==> src/rtl/b3_counter_pkg.sv <==
// Shared base-3 digit definitions for the ternary counter and its digit cells.
// Encoding: 00=0, 01=1, 10=2, 11=illegal.
package b3_counter_pkg;

   localparam logic [1:0] B3_D0   = 2'b00;
   localparam logic [1:0] B3_D1   = 2'b01;
   localparam logic [1:0] B3_D2   = 2'b10;
   localparam logic [1:0] B3_DINV = 2'b11;

   function automatic logic b3_legal(input logic [1:0] d);
      return (d != B3_DINV);
   endfunction

endpackage

==> src/rtl/b3_halfadder.sv <==
// Single base-3 digit half adder: s = (a + cin) mod 3, cout on 2 + 1.
// An illegal input digit produces digit 0 with no carry.
module b3_halfadder
   import b3_counter_pkg::*;
(
   input  logic [1:0] a,
   input  logic       cin,
   output logic [1:0] s,
   output logic       cout
);

   always_comb begin
      s    = a;
      cout = 1'b0;
      if (!b3_legal(a)) begin
         s = B3_D0;
      end else if (cin) begin
         case (a)
            B3_D0:   s = B3_D1;
            B3_D1:   s = B3_D2;
            default: begin
               s    = B3_D0;
               cout = 1'b1;
            end
         endcase
      end
   end

endmodule

==> src/rtl/b3_counter.sv <==
// N-digit base-3 up-counter built from a ripple chain of b3_halfadder cells,
// with parallel load, sticky overflow and rejection of illegal load values.
module b3_counter
   import b3_counter_pkg::*;
#(
   parameter int N = 4
) (
   input  logic           clock,
   input  logic           reset_,
   input  logic           en,
   input  logic           load,
   input  logic [2*N-1:0] din,
   output logic [2*N-1:0] q,
   output logic           cout,
   output logic           ovf,
   output logic           err,
   output logic           tc
);

   logic [2*N-1:0] q_q, q_d, sum;
   logic           cout_q, cout_d;
   logic           ovf_q, ovf_d;
   logic           err_q, err_d;
   logic [N:0]     carry;
   logic           din_ok;

   // Increment ripple: LSD always sees cin=1, each digit carries into the next.
   assign carry[0] = 1'b1;

   for (genvar g = 0; g < N; g++) begin : g_digit
      b3_halfadder u_ha (
         .a    (q_q[2*g +: 2]),
         .cin  (carry[g]),
         .s    (sum[2*g +: 2]),
         .cout (carry[g+1])
      );
   end

   always_comb begin
      din_ok = 1'b1;
      for (int i = 0; i < N; i++) begin
         if (!b3_legal(din[2*i +: 2])) din_ok = 1'b0;
      end
   end

   always_comb begin
      tc = 1'b1;
      for (int i = 0; i < N; i++) begin
         if (q_q[2*i +: 2] != B3_D2) tc = 1'b0;
      end
   end

   // Priority: load > en > hold; reset is applied in the register block.
   always_comb begin
      q_d    = q_q;
      ovf_d  = ovf_q;
      cout_d = 1'b0;
      err_d  = 1'b0;
      if (load) begin
         if (din_ok) begin
            q_d   = din;
            ovf_d = 1'b0;
         end else begin
            err_d = 1'b1;
         end
      end else if (en) begin
         q_d    = sum;
         cout_d = carry[N];
         if (carry[N]) ovf_d = 1'b1;
      end
   end

   always_ff @(posedge clock) begin
      if (!reset_) begin
         q_q    <= '0;
         cout_q <= 1'b0;
         ovf_q  <= 1'b0;
         err_q  <= 1'b0;
      end else begin
         q_q    <= q_d;
         cout_q <= cout_d;
         ovf_q  <= ovf_d;
         err_q  <= err_d;
      end
   end

   assign q    = q_q;
   assign cout = cout_q;
   assign ovf  = ovf_q;
   assign err  = err_q;

endmodule
==> config.mk <==
export PLATFORM = sky130hd
export DESIGN_NAME = b3_counter
export DESIGN_NICKNAME = d
export VERILOG_FILES = /design/src/rtl/b3_counter_pkg.sv /design/src/rtl/b3_halfadder.sv /design/src/rtl/b3_counter.sv
export SDC_FILE = /design/constraint.sdc
export NUM_CORES = 1
export LEC_CHECK = 0
export ABC_AREA = 1
export CAP_MARGIN = 20
export CORE_AREA = 2 2 43 45
export CTS_CLUSTER_DIAMETER = 50
export DETAILED_ROUTE_END_ITERATION = 10
export DIE_AREA = 0 0 45 47
export MAX_ROUTING_LAYER = met4
export PLACE_DENSITY = 0.71
export SLEW_MARGIN = 15
export SYNTH_ARGS = -nofsm -noshare
export SYNTH_HDL_FRONTEND = slang
export SYNTH_SLANG_ARGS = --single-unit
==> constraint.sdc <==
create_clock -name clock -period 2.3 [get_ports clock]
set_input_delay 0.575 -clock clock [delete_from_list [all_inputs] [get_ports clock]]
set_output_delay 0.575 -clock clock [all_outputs]
set_load 0.005 [all_outputs]
Word-level counts from Yosys, hierarchy flattened
Index checks and enable logic that the tools add are counted.
Storage, ports and cells
  word-level logic and storage cells: 84
  output and inout bits: 12
  register bits after elaboration: 11
  input bits: 12
Cells by class
  reduce and logical (&&, ||, !) cells: 17
  multiplexer cells: 38
  bitwise operators: 2
  equal/unequal tests: 20
Operators with widths (number)
  two-way mux 1 bit: 24
  two-way mux 8 bit: 3
  != test 2 bit, second input constant: 12
  one-hot mux 2 bit (2 select lines): 4
  two-way mux 2 bit: 7
  AND reduction 3 bit: 4
  != test 3 bit, second input constant: 3
  == test 2 x 1 -> 1 bit, second input constant: 4
  logical NOT 2 bit: 4
  OR reduction 2 bit: 4
  AND reduction 2 bit: 2
  nonzero test 2 bit: 2
  OR reduction 3 bit: 1
  != test 2 x 1 -> 1 bit, second input constant: 1
  inverter 1 bit: 2

Logic depth before layout (Yosys ltp)
Gate-level depths: netlist of the first run.
  depth after elaboration: 13
  depth in mapped cells: 9
  mapped depth without buffers: 8

By module
Synthesis of the first run repeated with hierarchy kept, for this count alone.
Second synthesis, totals
  cells, all modules: 135
  area, all modules: 844.6 µm²
Modules (own cells, without submodules)
  b3_counter: sequential area each 220.2 µm², area each 679.4 µm², cells each 99, times used 1
  b3_halfadder: sequential area each 0.0 µm², area each 41.3 µm², cells each 9, times used 4

Worst setup path before layout of the first run
No wires, ideal clock.
  kind: register to output
  start: register q_q[3] (netlist: q[3])
  end: output port tc
  slack: 0.939 ns
  cell stages (with the launch flop): 5
  arrival time: 0.786 ns
  required time: 1.725 ns
  path buffers: 0
  cells stage by stage: dfxtp_1 > inv_1 > nor2_1 > nand3_1 > nor2_1
Between the ends
  longest elaborated chain between the ends: 4
RTL lines
  from (decl): RTL line b3_counter.sv:20  | logic [2*N-1:0] q_q, q_d, sum;
  from (signal assigned): RTL line b3_counter.sv:80  | q_q <= q_d;
  != test 2 bit: RTL line b3_counter.sv:49  | if (q_q[2*i +: 2] != B3_D2) tc = 1'b0;
  two-way mux 1 bit (3 in a row): RTL line b3_counter.sv:49
  to (decl): RTL line b3_counter.sv:17  | output logic tc
Every way passes these cells.

Worst setup path in the final report of the first run
  start: register q_q[5] (netlist: q[5])
  end: output port tc
Between the ends
  longest elaborated chain between the ends: 3
RTL lines (RTL line)
  != test 2 bit: b3_counter.sv:49
  two-way mux 1 bit (2 in a row): b3_counter.sv:49
Every way passes these cells.

==> results of run 1 <==
cell families after synthesis:
group           synth area share
buf+inv                   0.0856
compound gates             0.187
simple gates               0.376
flops                      0.351
what timing repair did:
item,in CTS,in global routing
setup buffers,0,0
hold buffers,0,0
gates resized for setup,0,4
setup endpoints to repair,0,1
where the power goes:
group | internal [mW] | switching, mW | total [mW]
Combinational | 0.0670 | 0.0623 | 0.129
Sequential | 0.204 | 0.0167 | 0.221
Clock | 0.0671 | 0.0658 | 0.133
worst paths after layout:
path	start	endpoint	slack [ps]	cells after the start
setup / recovery	q[5]$_SDFFE_PN0P_	tc	50	5
hold / removal	ovf$_SDFFE_PN0P_	ovf$_SDFFE_PN0P_	500	2
setup reg to reg	q[5]$_SDFFE_PN0P_	q[7]$_SDFFE_PN0P_	1120	7
hold reg to reg	ovf$_SDFFE_PN0P_	ovf$_SDFFE_PN0P_	500	2
final cells by class:
cell class	instances	area [um^2]
fill	175	758
inverter	6	22.5
tap	17	21.3
clock buffer	4	26.3
sequential	11	221
multi-input combinational	76	364
timing repair buffer	24	238
registers in the layout (all words and copies together) (netlist names):
| register | cells |
|---|---|
| q | 8 |
| cout | 1 |
| err | 1 |
| ovf | 1 |
metal layers:
metal	share of wire	GRT usage
met3	0.053	0.0346
met4	0.030	0.0882
met2	0.45	0.220
met1	0.46	0.206
met5	0	-
through the flow:
stage / hold WS, ps / total power [mW] / std cells / util
2_1_floorplan: 460 / 0.297 / 97 / -
3_3_place_gp: 463 / 0.350 / 134 / 0.518
3_5_place_dp: 486 / 0.350 / 134 / 0.518
4_1_cts: 502 / 0.481 / 138 / 0.534
5_1_grt: 549 / 0.514 / 138 / 0.541
6_report: 498 / 0.483 / 138 / 0.541
placed cells by master (no fill, tap or decap), drive strengths merged:
master and instances:
o31ai 1, dfxtp 11, clkdlybuf4s50 23, a21oi 13
clkbuf 4, o21ai 6, buf 1, nand3 7
nand2 25, nor4b 1, nor3 2, nor2 19
inv 6, a22oi 2
worst min-delay path: cells and delay by family, from the launching register on:
kind	cells	cell delay (ps)
simple gates	1	80
flops	1	340
compound gates	1	40
==> reports/metrics.cfg, run 1 <==
[timing]
fin_tns_setup_ps = 0
post-route-period-util = 0.977
setup_slack_ps = 52.2
slew_headroom = 0.680
setup_viol = 0
final_max_slew_viol_count = 0
worst_slew_pin_slew_ps = 478
hold_viol_final = 0
skew_ps = 3.87
period_minus_slack_ps = 2250
fmax_mhz = 445

[yosys]
synth_top_area_share = 0.351
yosysMostFrequentCell = nand2_1
yosysTopAreaCell = dfxtp_1
netlist_instances = 97
syn_area_um2 = 628
yosys_warnings = 0
netlist_top_cells_area = dfxtp_1 35%, nand2_1 13%, a21oi_1 10%
yosys-top-cells-count = 22 x nand2_1, 17 x nor2_1, 13 x a21oi_1, 11 x dfxtp_1, 7 x nand3_1
postSynth.asyncResetShare = 0
yosysSeqAreaShare = 0.351
syn_avg_cell_area_um2 = 6.48
ys.flop_type = dfxtp_1
yosys_register_bits = 11
synth_edf_count = 0
synth_cell_type_count = 20
synth_nets = 109

[critical_path]
cp-start-kind = flip-flop
worst-path-buf-inv = 2
crit_arrival_ps = 1670
slowest_delay_ps = 520
cp_data_required_time_ps = 1730
slowest_stage = clkdlybuf4s50_1
crit_path_end_kind = output pin
critPathMaxFanout = 5
cp_cell_sequence = inv_1 -> nor2_1 -> nand3_2 -> nor2_2 -> clkdlybuf4s50_1
critPathKind = flip-flop to output pin
cpLargestDelayFamily = buffers and inverters

[global_routing]
gr-total-overflow = 0
grt_max_degree = 17
grt_pass1_vias = 545
track_usage = 0.157
antenna_found_initial = 0
grt_pass1_wl_um = 2300

[power]
vdd_ir_drop_max_v = 0.000299
power_density_nw_per_um2 = 541
power_leakage_nw = 0.362

[outcome]
status = completed

[floorplanning]
coreArea_um2 = 1650
num_rows = 15
io_pins = 24
dieArea_um2 = 2120
die_h_um = 47
die-width_um = 45
start_util = 0.380

[route]
drt-pass1-iter-count = 4
via_count = 699
route.detailed.drc = 0
drtIter0Drc = 19
routed_via_density = 5.07
wl_per_cell_um = 11.3
wl_um = 1560
antenna_left = 0

[clock_tree]
clock_path_buffers = 2
clk_latency_ps = 270
clkSinkCount = 11
cts-root-buf = clkbuf_4
cts_buffers = 3
tritoncts = yes
clk_pin_slew_ps = 70
cts-htree-levels = 1

[final_layout]
design_area_um2 = 893
nNetsFinal = 134
diodes = 0
syn2layout_area_growth_pct = 42.2
drive_gt1_frac = 0.116

[placed_design]
preCtsSetupSlack_ps = 248
placed_cell_area_um2 = 856
port_buffers = 23
gp_congestion = 0.825
hpwl_um = 1110

[job]
maxCapViolations = 0

[worst_hold_path]
hp-class = flip-flop to flip-flop

(Power assumes the default switching activity.)
==> run 2: changes to the inputs <==
--- a/config.mk
+++ b/config.mk
@@ -6,7 +6,8 @@
 export NUM_CORES = 1
 export LEC_CHECK = 0
 export ABC_AREA = 1
-export CAP_MARGIN = 20
+export ABC_CLOCK_PERIOD_IN_PS = 2300
+export CAP_MARGIN = 30
 export CORE_AREA = 2 2 43 45
 export CTS_CLUSTER_DIAMETER = 50
 export DETAILED_ROUTE_END_ITERATION = 10
==> results of run 2 <==
The final DEF is identical to that of run 1; final timing and power are the same.
==> run 3: changes to the inputs <==
--- a/config.mk
+++ b/config.mk
@@ -7,13 +7,13 @@
 export LEC_CHECK = 0
 export ABC_AREA = 1
 export ABC_CLOCK_PERIOD_IN_PS = 2300
-export CAP_MARGIN = 30
+export CAP_MARGIN = 15
 export CORE_AREA = 2 2 43 45
 export CTS_CLUSTER_DIAMETER = 50
 export DETAILED_ROUTE_END_ITERATION = 10
 export DIE_AREA = 0 0 45 47
 export MAX_ROUTING_LAYER = met4
-export PLACE_DENSITY = 0.71
+export PLACE_DENSITY = 0.8
 export SLEW_MARGIN = 15
 export SYNTH_ARGS = -nofsm -noshare
 export SYNTH_HDL_FRONTEND = slang
==> run 3 against run 2 <==
Compared with the run above:
- critical path depth unchanged
- non-clock buffer count unchanged
- global-route usage shrank 0.29 points
- highest routed layer is now met3
- final cell count unchanged
==> reports/metrics.cfg, run 3 (synthesized netlist as in run 1, its figures left out) <==
[worst_hold_path]
hp-class = flip-flop to flip-flop

[timing]
hold_viol_final = 0  ; unchanged
fmax_mhz = 453  ; +1.8%
final_max_slew_viol_count = 0  ; unchanged
rsz0062_at_grt = false
skew_ps = 5.36  ; +1.48 ps
period_minus_slack_ps = 2210  ; -40.2 ps
setup_viol = 0  ; unchanged
slew_headroom = 0.704  ; +0.0240
post-route-period-util = 0.960  ; -0.0175
fin_tns_setup_ps = 0  ; unchanged
worst_slew_pin_slew_ps = 443  ; -35.8 ps

[global_routing]
grt_pass1_wl_um = 2320  ; +0.61%
grt_max_degree = 17  ; unchanged
track_usage = 0.154  ; -0.00292
grt_pass1_vias = 553  ; +1.5%
antenna_found_initial = 0  ; unchanged
gr-total-overflow = 0  ; unchanged

[final_layout]
diodes = 0  ; unchanged
largest_register_ffs = 8  ; unchanged
fin_util = 0.540  ; -0.000757
seq_area_um2 = 223  ; +0.57%
drive_gt1_frac = 0.116  ; unchanged
instances_no_fill = 138  ; unchanged
syn2layout_area_growth_pct = 42.0
fill_cells = 156  ; -11%
final_common_cell = clkdlybuf4s50_1
design_area_um2 = 892  ; -0.14%
nNetsFinal = 134  ; unchanged
final_cell_mix = 23 x clkdlybuf4s50_1, 22 x nand2_1, 16 x nor2_1
multi_input_area_um2 = 362  ; -0.69%

[critical_path]
critPathMaxFanout = 5  ; unchanged
crit_path_end_kind = output pin
cp-start-kind = flip-flop
crit_arrival_ps = 1630  ; -40 ps
critPathKind = flip-flop to output pin
cp_data_required_time_ps = 1730  ; about the same

[power]
power_leakage_nw = 0.363  ; +0.24%
power_density_nw_per_um2 = 543  ; +0.40%
total_power_uw = 484  ; +0.26%
vdd_ir_drop_max_v = 0.000300  ; +0.59%

[floorplanning]
num_rows = 15  ; unchanged
die-width_um = 45  ; unchanged
start_util = 0.380  ; unchanged
dieArea_um2 = 2120  ; unchanged
coreArea_um2 = 1650  ; unchanged
die_h_um = 47  ; unchanged
io_pins = 24  ; unchanged

[route]
via_count = 693  ; -0.86%
drt-pass1-iter-count = 4  ; unchanged
wl_um = 1580  ; +1.3%
drtIter0Drc = 18  ; -1
wl_per_cell_um = 11.4  ; +1.3%
route.detailed.drc = 0  ; unchanged
routed_via_density = 5.02  ; -0.86%
antenna_left = 0  ; unchanged

[clock_tree]
clkSinkCount = 11  ; unchanged
clk_latency_ps = 260  ; about the same
tritoncts = yes
cts-root-buf = clkbuf_4
clock_path_buffers = 2  ; unchanged
clk_pin_slew_ps = 80  ; about the same
cts_buffers = 3  ; unchanged
cts-htree-levels = 1  ; unchanged

[job]
maxCapViolations = 0  ; unchanged

[placed_design]
gp_congestion = 0.804  ; -2.6%
port_buffers = 23  ; unchanged
placed_cell_area_um2 = 856  ; unchanged
dp.cells = 134  ; unchanged
hpwl_um = 1160  ; +3.7%

[outcome]
status = completed

## run 3: cell counts in the layout (fill, tap and decap cells not counted)
No cell type changed its count.
## run 3: cell type report
type	instances	area share
multi-input cells	76	0.405
clock buffers	4	0.0295
well taps	17	0.0238
flip-flops and latches	11	0.250
inverters	6	0.0252
repair buffers	24	0.266
## run 3: worst paths after layout
check                           slack [ps]              start  depth (start not counted)                end
worst min-delay path                   490   ovf$_SDFFE_PN0P_                          2   ovf$_SDFFE_PN0P_
worst min register to register         490   ovf$_SDFFE_PN0P_                          2   ovf$_SDFFE_PN0P_
worst max-delay path                    90  q[5]$_SDFFE_PN0P_                          5                 tc
worst max register to register        1100  q[5]$_SDFFE_PN0P_                          7  q[7]$_SDFFE_PN0P_
## run 3: power breakdown
part           internal (mW)  total (mW)  switching (mW)
clock network         0.0669       0.133          0.0664
logic                 0.0668       0.130          0.0628
registers              0.205       0.221          0.0167
## run 3: routing by layer
metal	part of all wire	vias up	wire length, um	global-route usage
li1	-	369	-	-
met1	0.44	303	697	0.185
met2	0.51	21	805	0.254
met3	0.047	0	74	0.0385
met4	0	0	0	0.0471
met5	0	-	0	-
## run 3: metrics by stage
stage                     hold WS, ps  setup slack [ps]
after floorplan                   460               939
after global placement            460               316
after detailed placement          470               226
after CTS                         486              46.1
after global routing              517              9.99
final                             486              92.4
## run 3: critical path, stage by stage (launching register included)
cell             delay, ps
dfxtp_1                430
inv_1                   80
nor2_1                 120
nand3_2                120
nor2_2                 120
clkdlybuf4s50_1        510
## run 3: timing repair
action	4_1_cts	5_1_grt
setup endpoints to repair	0	1
gates resized for setup	0	4
setup buffers	0	0
hold buffers	0	0
